`src/rtl/svc_err_monitor_pkg.sv`:
```
// svc_err_monitor_pkg: shared saturating-increment helper for the error monitor.
package svc_err_monitor_pkg;

    localparam int SAT_MAX_W = 32;

    // Callers zero-extend into SAT_MAX_W bits and pass their own all-ones value.
    function automatic logic [SAT_MAX_W-1:0] sat_inc(
        input logic [SAT_MAX_W-1:0] v,
        input logic [SAT_MAX_W-1:0] ones,
        input logic                 inc
    );
        return (inc && v != ones) ? v + SAT_MAX_W'(1) : v;
    endfunction

endpackage

```
`src/rtl/svc_pulse_stretch.sv`:
```
// svc_pulse_stretch: retriggerable stretcher, out stays high STRETCH_CYCLES cycles after the last trig.
module svc_pulse_stretch #(
    parameter  int STRETCH_CYCLES = 1048576,
    localparam int STR_W          = $clog2(STRETCH_CYCLES + 1)
) (
    input  logic clk,
    input  logic rst_n,
    input  logic clr,
    input  logic trig,
    output logic out
);

    logic [STR_W-1:0] cnt_q, cnt_d;

    always_comb begin
        cnt_d = clr            ? '0 :
                trig           ? STR_W'(STRETCH_CYCLES) :
                (cnt_q != '0)  ? cnt_q - STR_W'(1) : cnt_q;
    end

    always_ff @(posedge clk or negedge rst_n) begin
        if (!rst_n) cnt_q <= '0;
        else        cnt_q <= cnt_d;
    end

    assign out = (cnt_q != '0);

endmodule

```
`src/rtl/svc_err_monitor.sv`:
```
// svc_err_monitor: per-channel saturating error counters, per-frame snapshots,
// sticky/saturation flags and a stretched any-error LED.
module svc_err_monitor
    import svc_err_monitor_pkg::*;
#(
    parameter  int NUM_CH         = 4,
    parameter  int CNT_WIDTH      = 16,
    parameter  int STRETCH_CYCLES = 1048576,
    localparam int SEL_W          = (NUM_CH > 1) ? $clog2(NUM_CH) : 1
) (
    input  logic                 clk,
    input  logic                 rst_n,
    input  logic [NUM_CH-1:0]    err_i,
    input  logic                 frame_sync,
    input  logic                 clr,
    input  logic [SEL_W-1:0]     ch_sel,
    output logic [CNT_WIDTH-1:0] total_cnt,
    output logic [CNT_WIDTH-1:0] frame_cnt,
    output logic [NUM_CH-1:0]    sticky,
    output logic [NUM_CH-1:0]    sat,
    output logic                 led
);

    localparam logic [SAT_MAX_W-1:0] ONES = SAT_MAX_W'({CNT_WIDTH{1'b1}});

    function automatic logic [CNT_WIDTH-1:0] inc_c(input logic [CNT_WIDTH-1:0] v, input logic e);
        return CNT_WIDTH'(sat_inc(SAT_MAX_W'(v), ONES, e));
    endfunction

    logic                 sync_q;
    logic                 boundary;
    logic [CNT_WIDTH-1:0] total_v [NUM_CH];
    logic [CNT_WIDTH-1:0] snap_v  [NUM_CH];
    logic [CNT_WIDTH-1:0] tot_sel, snap_sel;
    logic [CNT_WIDTH-1:0] total_cnt_q, frame_cnt_q;

    // sync_q resets high so a level already high at release is not a boundary.
    assign boundary = frame_sync & ~sync_q;

    always_ff @(posedge clk or negedge rst_n) begin
        if (!rst_n) sync_q <= 1'b1;
        else        sync_q <= frame_sync;
    end

    for (genvar c = 0; c < NUM_CH; c++) begin : g_ch
        logic [CNT_WIDTH-1:0] total_q, total_d, run_q, run_d, snap_q;
        logic                 sticky_q, sat_q;

        assign total_d = inc_c(total_q, err_i[c]);
        assign run_d   = inc_c(run_q, err_i[c]);

        // An error on the boundary cycle is folded into the closing frame's snapshot.
        always_ff @(posedge clk or negedge rst_n) begin
            if (!rst_n) begin
                total_q  <= '0;
                run_q    <= '0;
                snap_q   <= '0;
                sticky_q <= 1'b0;
                sat_q    <= 1'b0;
            end else if (clr) begin
                total_q  <= '0;
                run_q    <= '0;
                snap_q   <= '0;
                sticky_q <= 1'b0;
                sat_q    <= 1'b0;
            end else begin
                total_q  <= total_d;
                sat_q    <= &total_d;
                sticky_q <= sticky_q | err_i[c];
                run_q    <= boundary ? '0 : run_d;
                snap_q   <= boundary ? run_d : snap_q;
            end
        end

        assign total_v[c] = total_q;
        assign snap_v[c]  = snap_q;
        assign sticky[c]  = sticky_q;
        assign sat[c]     = sat_q;
    end

    // Selects beyond NUM_CH match no channel and read as zero.
    always_comb begin
        tot_sel  = '0;
        snap_sel = '0;
        for (int c = 0; c < NUM_CH; c++) begin
            if (ch_sel == SEL_W'(c)) begin
                tot_sel  = total_v[c];
                snap_sel = snap_v[c];
            end
        end
    end

    always_ff @(posedge clk or negedge rst_n) begin
        if (!rst_n) begin
            total_cnt_q <= '0;
            frame_cnt_q <= '0;
        end else begin
            total_cnt_q <= tot_sel;
            frame_cnt_q <= snap_sel;
        end
    end

    assign total_cnt = total_cnt_q;
    assign frame_cnt = frame_cnt_q;

    svc_pulse_stretch #(
        .STRETCH_CYCLES(STRETCH_CYCLES)
    ) u_led (
        .clk  (clk),
        .rst_n(rst_n),
        .clr  (clr),
        .trig (|err_i),
        .out  (led)
    );

endmodule
```
`config.mk`:
```
export PLATFORM = sky130hd
export DESIGN_NAME = svc_err_monitor
export DESIGN_NICKNAME = d
export VERILOG_FILES = /design/src/rtl/svc_err_monitor_pkg.sv /design/src/rtl/svc_pulse_stretch.sv /design/src/rtl/svc_err_monitor.sv
export SDC_FILE = /design/constraint.sdc
export NUM_CORES = 1
export LEC_CHECK = 0
export ABC_AREA = 1
export BUFFER_PORTS_ARGS = -buffer_cell sky130_fd_sc_hd__buf_2
export CAP_MARGIN = 0
export CORE_AREA = 2 2 162 164
export CTS_CLUSTER_SIZE = 12
export DETAILED_ROUTE_END_ITERATION = 12
export DIE_AREA = 0 0 164 166
export GPL_TIMING_DRIVEN = 0
export PLACE_DENSITY = 0.68
export SETUP_SLACK_MARGIN = 0.15
export SLEW_MARGIN = 20
export SYNTH_ARGS = -nofsm -noshare
export SYNTH_HDL_FRONTEND = slang
export SYNTH_SLANG_ARGS = --single-unit
```
`constraint.sdc`:
```
create_clock -name clk -period 2.2 [get_ports clk]
set_input_delay 0 -clock clk [delete_from_list [all_inputs] [get_ports clk]]
set_output_delay 0 -clock clk [all_outputs]
set_load 0.005 [all_outputs]
```
==> metrics.txt, run 1 <==
# TYPE chip_impl_metric gauge
chip_impl_info{name="run_status",value="completed"} 1
chip_impl_metric{name="fmax",unit="MHz"} 508
chip_impl_metric{name="worst_ir_drop_vdd",unit="V"} 0.000862
chip_impl_metric{name="drt-total-wl",unit="mm"} 38.2
chip_impl_info{name="r2r_end",value="g_ch[1].snap_q[1]"} 1
chip_impl_info{name="cts_tree",value="built"} 1
chip_impl_metric{name="number_of_core_rows",unit=""} 59
chip_impl_metric{name="netSwitchingPower",unit="W"} 0.00281
chip_impl_metric{name="synthToLayoutAreaGrowth",unit="%"} 14.5
chip_impl_info{name="critPathKind",value="register to register"} 1
chip_impl_metric{name="floorplan.die.height",unit="um"} 166
chip_impl_metric{name="synth-seq-cells",unit=""} 254
chip_impl_metric{name="layout.nets",unit=""} 1991
chip_impl_metric{name="io_pins",unit=""} 51
chip_impl_metric{name="syn-num-nets",unit=""} 1887
chip_impl_metric{name="timing.reg2reg.setup_slack",unit="ns"} 0.23
chip_impl_metric{name="power.switching_fraction",unit=""} 0.261
chip_impl_info{name="yosys.cell_count.top_type",value="sky130_fd_sc_hd__nand2_1"} 1
chip_impl_metric{name="design.die.area",unit="um2"} 27200
chip_impl_info{name="synth_commonest_cells",value="sky130_fd_sc_hd__nand2_1, sky130_fd_sc_hd__nor2_1, sky130_fd_sc_hd__dfrtp_1"} 1
chip_impl_info{name="cp-start-kind",value="register"} 1
chip_impl_metric{name="clock_latency",unit="ns"} 0.56
chip_impl_metric{name="yosysUniqueCellTypes",unit=""} 37
chip_impl_metric{name="start_util",unit=""} 0.539
chip_impl_metric{name="worst_pin_slew",unit="ns"} 0.738
chip_impl_metric{name="grt_usage",unit=""} 0.283
chip_impl_metric{name="num_vias",unit=""} 12600
chip_impl_metric{name="via_per_inst",unit=""} 5.44
chip_impl_metric{name="drc_errors",unit=""} 0
chip_impl_metric{name="core_region_area",unit="um2"} 25600
chip_impl_metric{name="cts.htree.levels",unit=""} 1
chip_impl_metric{name="fillers",unit=""} 2331
chip_impl_metric{name="critical_path.max_fanout",unit=""} 10
chip_impl_metric{name="clk_path_buf_depth",unit=""} 3
chip_impl_metric{name="timing_max_transition_violations_final",unit=""} 0
chip_impl_metric{name="avgSynthCellArea",unit="um2"} 7.39
chip_impl_metric{name="sequentialPowerShare",unit=""} 0.459
chip_impl_metric{name="postPlaceCellArea",unit="um2"} 14500
chip_impl_metric{name="cts-buffers-inserted",unit=""} 28
chip_impl_metric{name="antenna_left",unit=""} 0
chip_impl_metric{name="synthesis.area",unit="um2"} 13800
chip_impl_info{name="clk_root_buffer_cell",value="sky130_fd_sc_hd__clkbuf_16"} 1
chip_impl_metric{name="internal-power",unit="W"} 0.00797
chip_impl_metric{name="finalInstanceArea",unit="um2"} 15800
chip_impl_metric{name="postSynth.asyncResetShare",unit=""} 1.00
chip_impl_metric{name="port_buffers",unit=""} 45
chip_impl_metric{name="antenna_cells",unit=""} 0
chip_impl_metric{name="cap_viol_max_count",unit=""} 0
chip_impl_metric{name="report.power.total",unit="W"} 0.0108
chip_impl_metric{name="detailedRoute.firstIterationViolations",unit=""} 1034
chip_impl_metric{name="synth_seq_area_share",unit=""} 0.461
chip_impl_metric{name="p_leak",unit="nW"} 7.61
chip_impl_metric{name="antenna_violations_before_repair",unit=""} 0
chip_impl_metric{name="via_count_of_the_first_global_routing_pass",unit=""} 12000
chip_impl_metric{name="cts.sink_count",unit=""} 254
chip_impl_metric{name="clk_pin_slew_worst_paths",unit="ns"} 0.06
chip_impl_metric{name="finalCoreUtilization",unit=""} 0.617
chip_impl_metric{name="timing.critical_path.required",unit="ns"} 2.61
chip_impl_metric{name="drive_gt1_frac",unit=""} 0.113
chip_impl_info{name="grt_setup_unrepaired",value="yes"} 1
chip_impl_metric{name="die-width",unit="um"} 164
chip_impl_metric{name="setup_viol_count_final",unit=""} 0
chip_impl_metric{name="synth-warning-count",unit=""} 0
chip_impl_metric{name="routedWlPerCell",unit="um"} 16.5
chip_impl_info{name="synth_ff_type",value="sky130_fd_sc_hd__dfrtp_1"} 1
chip_impl_metric{name="final.min_clock_period",unit="ns"} 1.97
chip_impl_metric{name="grt_max_degree",unit=""} 96
chip_impl_metric{name="pwr-share-comb",unit=""} 0.100
chip_impl_metric{name="skew",unit="ns"} 0.00986
chip_impl_info{name="post-synth-top-area-cell",value="sky130_fd_sc_hd__dfrtp_1"} 1
chip_impl_metric{name="finalCritPeriodShare",unit=""} 0.895
chip_impl_info{name="worst_hold_path_class",value="primary input to async pin"} 1
chip_impl_metric{name="yosys.area.top_type_share",unit=""} 0.459
chip_impl_metric{name="worst_ep_arrival_time",unit="ns"} 2.38
chip_impl_metric{name="clockPowerShare",unit=""} 0.441
chip_impl_metric{name="timing_hold_violations_final",unit=""} 0
chip_impl_metric{name="place.gp.congestion",unit=""} 0.935
chip_impl_metric{name="drtPass1Iterations",unit=""} 6
chip_impl_metric{name="grt_first_pass_wirelength",unit="mm"} 61.5
chip_impl_info{name="synth.area.top_cells",value="sky130_fd_sc_hd__dfrtp_1, sky130_fd_sc_hd__nand2_1, sky130_fd_sc_hd__nor2_1"} 1
chip_impl_metric{name="power.density_cell_area",unit="nW/um2"} 682
chip_impl_metric{name="synth_cells",unit=""} 1867
chip_impl_info{name="worstSetupEndpointType",value="register"} 1
chip_impl_metric{name="gr-total-overflow",unit=""} 0
chip_impl_info{name="rr_startpoint",value="g_ch[1].run_q[1]"} 1
chip_impl_metric{name="synth-edff-count",unit=""} 0
chip_impl_metric{name="r2r.worst_path.cells",unit=""} 9
chip_impl_metric{name="max-slew-margin-rel",unit=""} 0.508
chip_impl_metric{name="detailed_place_hpwl",unit="mm"} 28.0
-- timing repair --
action                     CTS  global route
hold buffers                 6             1
resized for setup            4            41
buffers inserted             1            19
gates cloned                 0             0
pin swaps                    1             5
setup endpoints to repair    6            79
hold endpoints to repair    96             1
-- power groups by stage --
stage               combinational, W  clock (W)  sequential [W]
floorplan                   0.000633          0         0.00499
global placement            0.000970          0         0.00503
detailed placement           0.00100          0         0.00503
CTS                          0.00102    0.00483         0.00495
global route                 0.00121    0.00500         0.00496
finish                       0.00108    0.00476         0.00495
-- registers in the layout, indices dropped and copies added (netlist names) --
name / flops
total_cnt: 16
g_ch.total_q: 64
g_ch.sat_q: 4
g_ch.sticky_q: 4
frame_cnt: 16
g_ch.run_q: 64
g_ch.snap_q: 64
sync_q: 1
u_led.cnt_q: 21
-- area by class of cell --
class / instances / area (um2) / area share
Timing Repair Buffer: 74 / 510 / 0.0323
Inverter: 206 / 776 / 0.0491
Clock buffer: 38 / 778 / 0.0492
Sequential cell: 254 / 6370 / 0.403
Multi-Input combinational cell: 1344 / 6490 / 0.411
Clock inverter: 10 / 139 / 0.00879
Buffer: 63 / 324 / 0.0205
Tap cell: 335 / 419 / 0.0265
-- worst max-delay path, cell delays in order (launching register included) --
cell                      delay [ns]
sky130_fd_sc_hd__dfrtp_1        0.42
sky130_fd_sc_hd__ha_1           0.22
sky130_fd_sc_hd__nand3_2        0.14
sky130_fd_sc_hd__nor3_4         0.24
sky130_fd_sc_hd__nand3_1        0.15
sky130_fd_sc_hd__nand2_4        0.15
sky130_fd_sc_hd__inv_4          0.07
sky130_fd_sc_hd__buf_6          0.15
sky130_fd_sc_hd__o21ai_4        0.19
sky130_fd_sc_hd__o22ai_1        0.09
-- per-layer routing --
metal	vias up	routed length (um)	GRT usage
met3	94	1820	0.0365
met2	385	18400	0.469
met5	-	0	0
met1	6011	16400	0.374
li1	6147	-	-
met4	0	1650	0.120
-- cell usage in the layout, fill, tap and decap left out, types with 6 or more instances in the layout --
cell type and count:
sky130_fd_sc_hd__nor2_1 287, sky130_fd_sc_hd__buf_4 29, sky130_fd_sc_hd__nand4_1 57, sky130_fd_sc_hd__nor2_2 16
sky130_fd_sc_hd__nor3_1 26, sky130_fd_sc_hd__inv_1 189, sky130_fd_sc_hd__nor4_1 8, sky130_fd_sc_hd__o21ai_2 6
sky130_fd_sc_hd__o21ai_1 17, sky130_fd_sc_hd__a21oi_1 47, sky130_fd_sc_hd__clkbuf_16 28, sky130_fd_sc_hd__inv_2 15
sky130_fd_sc_hd__nand3_1 113, sky130_fd_sc_hd__dfrtp_2 9, sky130_fd_sc_hd__nand2_4 10, sky130_fd_sc_hd__dlygate4sd3_1 7
sky130_fd_sc_hd__buf_1 6, sky130_fd_sc_hd__nand2_1 528, sky130_fd_sc_hd__dfrtp_1 244, sky130_fd_sc_hd__buf_6 6
sky130_fd_sc_hd__o22ai_1 19, sky130_fd_sc_hd__o21ai_0 80, sky130_fd_sc_hd__clkbuf_1 41, sky130_fd_sc_hd__buf_2 49
sky130_fd_sc_hd__xnor2_1 24, sky130_fd_sc_hd__xor2_1 54, sky130_fd_sc_hd__nand2_2 11
-- metrics by stage --
step | instances | setup WS (ns) | setup TNS (ns) | hold slack (ns)
6_report | 2324 | 0.230 | 0 | 0.0357
5_1_grt | 2324 | 0.0931 | 0 | 0.0729
4_1_cts | 2304 | 0.163 | 0 | 0.0467
3_5_place_dp | 2249 | 0.104 | 0 | 0.0476
3_3_place_gp | 2247 | -3.47 | -871.91 | 0.115
2_1_floorplan | 1867 | 0.552 | 0 | -0.296
-- how the worst max path moves through the flow --
stage                             from           endpoint  slack, ns  cells after the start
global placement                 rst_n   g_ch[1].run_q[7]      -3.47                      1
detailed placement    g_ch[1].run_q[0]  g_ch[1].snap_q[1]       0.10                      9
CTS                 g_ch[2].total_q[0]      g_ch[2].sat_q       0.16                     13
finish                g_ch[1].run_q[1]  g_ch[1].snap_q[1]       0.23                      9
floorplan           g_ch[2].total_q[0]      g_ch[2].sat_q       0.55                     13
global route          g_ch[1].run_q[0]  g_ch[1].snap_q[3]       0.09                      9
-- kinds of logic after synthesis --
| group | share of synthesized area |
|---|---|
| AO/OA/AOI/OAI | 0.0696 |
| buffers and inverters | 0.0794 |
| adder cells (fa/ha/maj) | 0.00907 |
| XOR/XNOR | 0.0527 |
| flip-flops | 0.461 |
| AND/OR/NAND/NOR | 0.328 |
No activity file was read; power rests on OpenSTA's default activity.
==> inputs of run 2 (changes only) <==
Settings changed: CORE_AREA 2 2 162 164 to 2 2 160 162, DIE_AREA 0 0 164 166 to 0 0 162 164, PLACE_DENSITY 0.68 to 0.69, REMOVE_ABC_BUFFERS set to 1, SYNTH_HIERARCHICAL set to 1.
==> run 2 against run 1 <==
Net effect:
- die area down 2.4%
- power shrank 1.1%
- global-route usage is 2.1 points lower
- final area shrank 1.3%
- critical path type unchanged
- non-clock buffer count down 41
- via count down 8.0%
- core utilization up 1.1 points
- register-to-register slack worse by 0.02 ns
- critical path depth stayed put
==> metrics.txt, run 2 <==
# TYPE chip_impl_metric gauge
chip_impl_metric{name="postSynth.asyncResetShare",unit=""} 1.00
chip_impl_metric{name="io_pins",unit=""} 51
chip_impl_metric{name="postPlaceCellArea",unit="um2"} 14100
chip_impl_info{name="critPathKind",value="register to register"} 1
chip_impl_metric{name="drc_errors",unit=""} 0
chip_impl_metric{name="finalCritPeriodShare",unit=""} 0.903
chip_impl_metric{name="antenna_left",unit=""} 0
chip_impl_info{name="cts_tree",value="built"} 1
chip_impl_metric{name="clk_path_buf_depth",unit=""} 3
chip_impl_info{name="most-common-layout-cells",value="sky130_fd_sc_hd__nand2_1, sky130_fd_sc_hd__dfrtp_1, sky130_fd_sc_hd__nor2_1, sky130_fd_sc_hd__inv_1, sky130_fd_sc_hd__nand3_1"} 1
chip_impl_metric{name="worst_pin_slew",unit="ns"} 1.08
chip_impl_metric{name="port_buffers",unit=""} 50
chip_impl_metric{name="detailedRoute.firstIterationViolations",unit=""} 956
chip_impl_metric{name="antenna_violations_before_repair",unit=""} 0
chip_impl_info{name="clk_root_buffer_cell",value="sky130_fd_sc_hd__clkbuf_16"} 1
chip_impl_info{name="synth_ff_type",value="sky130_fd_sc_hd__dfrtp_1"} 1
chip_impl_metric{name="synth-edff-count",unit=""} 0
chip_impl_metric{name="core_region_area",unit="um2"} 24800
chip_impl_metric{name="internal-power",unit="W"} 0.00801
chip_impl_metric{name="worst_ep_arrival_time",unit="ns"} 2.42
chip_impl_metric{name="synth-seq-cells",unit=""} 254
chip_impl_metric{name="synthToLayoutAreaGrowth",unit="%"} 15.2
chip_impl_metric{name="dp_slack",unit="ns"} -0.765
chip_impl_metric{name="final.min_clock_period",unit="ns"} 1.99
chip_impl_metric{name="placed_instances",unit=""} 2082
chip_impl_metric{name="fmax",unit="MHz"} 503
chip_impl_metric{name="floorplan.die.height",unit="um"} 164
chip_impl_metric{name="routedWlPerCell",unit="um"} 16.0
chip_impl_metric{name="avgSynthCellArea",unit="um2"} 7.73
chip_impl_metric{name="grt_first_pass_wirelength",unit="mm"} 55.5
chip_impl_metric{name="sequential_area",unit="um2"} 6360
chip_impl_metric{name="clockPowerShare",unit=""} 0.464
chip_impl_metric{name="cts.htree.levels",unit=""} 1
chip_impl_metric{name="power.switching_fraction",unit=""} 0.249
chip_impl_metric{name="antenna_cells",unit=""} 0
chip_impl_metric{name="report.power.total",unit="W"} 0.0107
chip_impl_metric{name="p_leak",unit="nW"} 7.32
chip_impl_metric{name="synth-warning-count",unit=""} 6
chip_impl_info{name="grt_setup_unrepaired",value="yes"} 1
chip_impl_metric{name="fillers",unit=""} 2200
chip_impl_metric{name="layout.cells.non_filler",unit=""} 2171
chip_impl_info{name="reg_top3",value="g_ch.run_q: 64 flops, g_ch.snap_q: 64 flops, g_ch.total_q: 64 flops"} 1
chip_impl_metric{name="drt-total-wl",unit="mm"} 34.7
chip_impl_metric{name="yosysUniqueCellTypes",unit=""} 46
chip_impl_metric{name="power.density_cell_area",unit="nW/um2"} 684
chip_impl_metric{name="timing_hold_violations_final",unit=""} 0
chip_impl_metric{name="timing.critical_path.required",unit="ns"} 2.63
chip_impl_metric{name="synthesis.area",unit="um2"} 13500
chip_impl_metric{name="drive_gt1_frac",unit=""} 0.129
chip_impl_metric{name="critical_path.max_fanout",unit=""} 9
chip_impl_metric{name="clock_latency",unit="ns"} 0.56
chip_impl_info{name="mostFrequentLayoutCell",value="sky130_fd_sc_hd__nand2_1"} 1
chip_impl_metric{name="multiInputGateArea",unit="um2"} 6280
chip_impl_metric{name="synth_seq_area_share",unit=""} 0.470
chip_impl_metric{name="netSwitchingPower",unit="W"} 0.00266
chip_impl_info{name="cp-start-kind",value="register"} 1
chip_impl_metric{name="grt_usage",unit=""} 0.262
chip_impl_metric{name="layout_setup_ws",unit="ns"} 0.213
chip_impl_metric{name="num_vias",unit=""} 11600
chip_impl_metric{name="finalInstanceArea",unit="um2"} 15600
chip_impl_metric{name="sequentialPowerShare",unit=""} 0.454
chip_impl_metric{name="grt_max_degree",unit=""} 98
chip_impl_metric{name="pwr-share-comb",unit=""} 0.082
chip_impl_info{name="worstSetupEndpointType",value="register"} 1
chip_impl_metric{name="drtPass1Iterations",unit=""} 5
chip_impl_metric{name="synth_cells",unit=""} 1752
chip_impl_metric{name="yosys.area.top_type_share",unit=""} 0.468
chip_impl_metric{name="timing.reg2reg.setup_slack",unit="ns"} 0.21
chip_impl_metric{name="cap_viol_max_count",unit=""} 0
chip_impl_metric{name="die-width",unit="um"} 162
chip_impl_metric{name="place.gp.congestion",unit=""} 0.947
chip_impl_info{name="synth_commonest_cells",value="sky130_fd_sc_hd__nand2_1, sky130_fd_sc_hd__nor2_1, sky130_fd_sc_hd__dfrtp_1"} 1
chip_impl_metric{name="clk_pin_slew_worst_paths",unit="ns"} 0.06
chip_impl_info{name="yosys.cell_count.top_type",value="sky130_fd_sc_hd__nand2_1"} 1
chip_impl_metric{name="setup_viol_count_final",unit=""} 0
chip_impl_info{name="synth.area.top_cells",value="sky130_fd_sc_hd__dfrtp_1, sky130_fd_sc_hd__nand2_1, sky130_fd_sc_hd__nor2_1"} 1
chip_impl_metric{name="skew",unit="ns"} 0.00941
chip_impl_info{name="post-synth-top-area-cell",value="sky130_fd_sc_hd__dfrtp_1"} 1
chip_impl_metric{name="cts-buffers-inserted",unit=""} 29
chip_impl_metric{name="timing_max_transition_violations_final",unit=""} 0
chip_impl_info{name="worst_hold_path_class",value="primary input to async pin"} 1
chip_impl_metric{name="detailed_place_hpwl",unit="mm"} 23.6
chip_impl_metric{name="start_util",unit=""} 0.545
chip_impl_metric{name="layout.nets",unit=""} 1843
chip_impl_metric{name="gr-total-overflow",unit=""} 0
chip_impl_metric{name="via_per_inst",unit=""} 5.36
chip_impl_metric{name="worst_ir_drop_vdd",unit="V"} 0.000659
chip_impl_metric{name="design.die.area",unit="um2"} 26600
chip_impl_metric{name="via_count_of_the_first_global_routing_pass",unit=""} 10700
chip_impl_metric{name="number_of_core_rows",unit=""} 58
chip_impl_metric{name="cts.sink_count",unit=""} 254
chip_impl_info{name="run_status",value="completed"} 1
chip_impl_metric{name="max-slew-margin-rel",unit=""} 0.276
==> run 2: metal layers <==
metal  share of wire  global-route usage
met1            0.45               0.365
met4           0.036              0.0949
met2            0.47               0.426
met5               0                   0
met3           0.044              0.0290
==> run 2: area by class of cell <==
class	count	share of cell area
Sequential cell	254	0.408
Clock buffer	38	0.0526
Tap cell	330	0.0265
Timing Repair Buffer	96	0.0502
Clock inverter	11	0.0101
Multi-Input combinational cell	1237	0.403
Inverter	205	0.0501
==> run 2: metrics by stage <==
| step | hold slack (ns) | setup TNS, ns | util |
|---|---|---|---|
| floorplan | -0.296 | -103.93 | - |
| global placement | 0.115 | -1274.26 | 0.560 |
| detailed placement | -0.0279 | -44.46 | 0.568 |
| CTS | 0.000762 | 0 | 0.615 |
| global route | 0.0176 | 0 | 0.628 |
| finish | 0.000220 | 0 | 0.628 |
==> run 2: worst paths after layout <==
kind / startpoint / end / cells after the start
setup / recovery: g_ch[3].run_q[1] / g_ch[3].snap_q[2] / 9
hold / removal: rst_n / g_ch[2].total_q[4] / 3
setup reg to reg: g_ch[3].run_q[1] / g_ch[3].snap_q[2] / 9
hold reg to reg: g_ch[1].snap_q[13] / g_ch[1].snap_q[13] / 2
max in group asynchronous: rst_n / sync_q / 4
min in group clk: err_i[3] / g_ch[3].run_q[9] / 5
==> run 2: repair_timing <==
action | 4_1_cts | 5_1_grt
hold buffers | 13 | 3
gates cloned | 0 | 1
resized for setup | 8 | 31
hold endpoints to repair | 197 | 3
pin swaps | 1 | 9
setup buffers | 1 | 22
endpoints found under the setup margin | 78 | 65
==> run 2: cells by family (layout without fill, tap and decap cells) <==
| kind of cell | Yosys count | after routing | synth area share |
|---|---|---|---|
| compound gates | 167 | 167 | 0.0698 |
| fa+ha+maj | 10 | 10 | 0.00924 |
| simple gates | 980 | 981 | 0.321 |
| mux | 3 | 3 | 0.00222 |
| xor+xnor | 76 | 76 | 0.0492 |
| buf+inv | 262 | 350 | 0.0791 |
| flops | 254 | 254 | 0.470 |
==> run 2: critical path: stages, from the launching register on <==
cell                      delay (ns)
sky130_fd_sc_hd__dfrtp_1        0.38
sky130_fd_sc_hd__ha_1           0.17
sky130_fd_sc_hd__nand3_1        0.17
sky130_fd_sc_hd__nor3_2         0.32
sky130_fd_sc_hd__nand3_2        0.18
sky130_fd_sc_hd__nand2_4        0.15
sky130_fd_sc_hd__inv_2          0.09
sky130_fd_sc_hd__nand2_1        0.09
sky130_fd_sc_hd__xor2_1         0.20
sky130_fd_sc_hd__o22ai_1        0.10
==> run 2: power by group through the flow <==
stage | Clock [W] | Combinational (W) | Sequential, W
after floorplan | 0 | 0.000448 | 0.00491
after global routing | 0.00521 | 0.000984 | 0.00485
after global placement | 0 | 0.000751 | 0.00492
final | 0.00495 | 0.000878 | 0.00484
after detailed placement | 0 | 0.000808 | 0.00492
after CTS | 0.00503 | 0.000846 | 0.00484
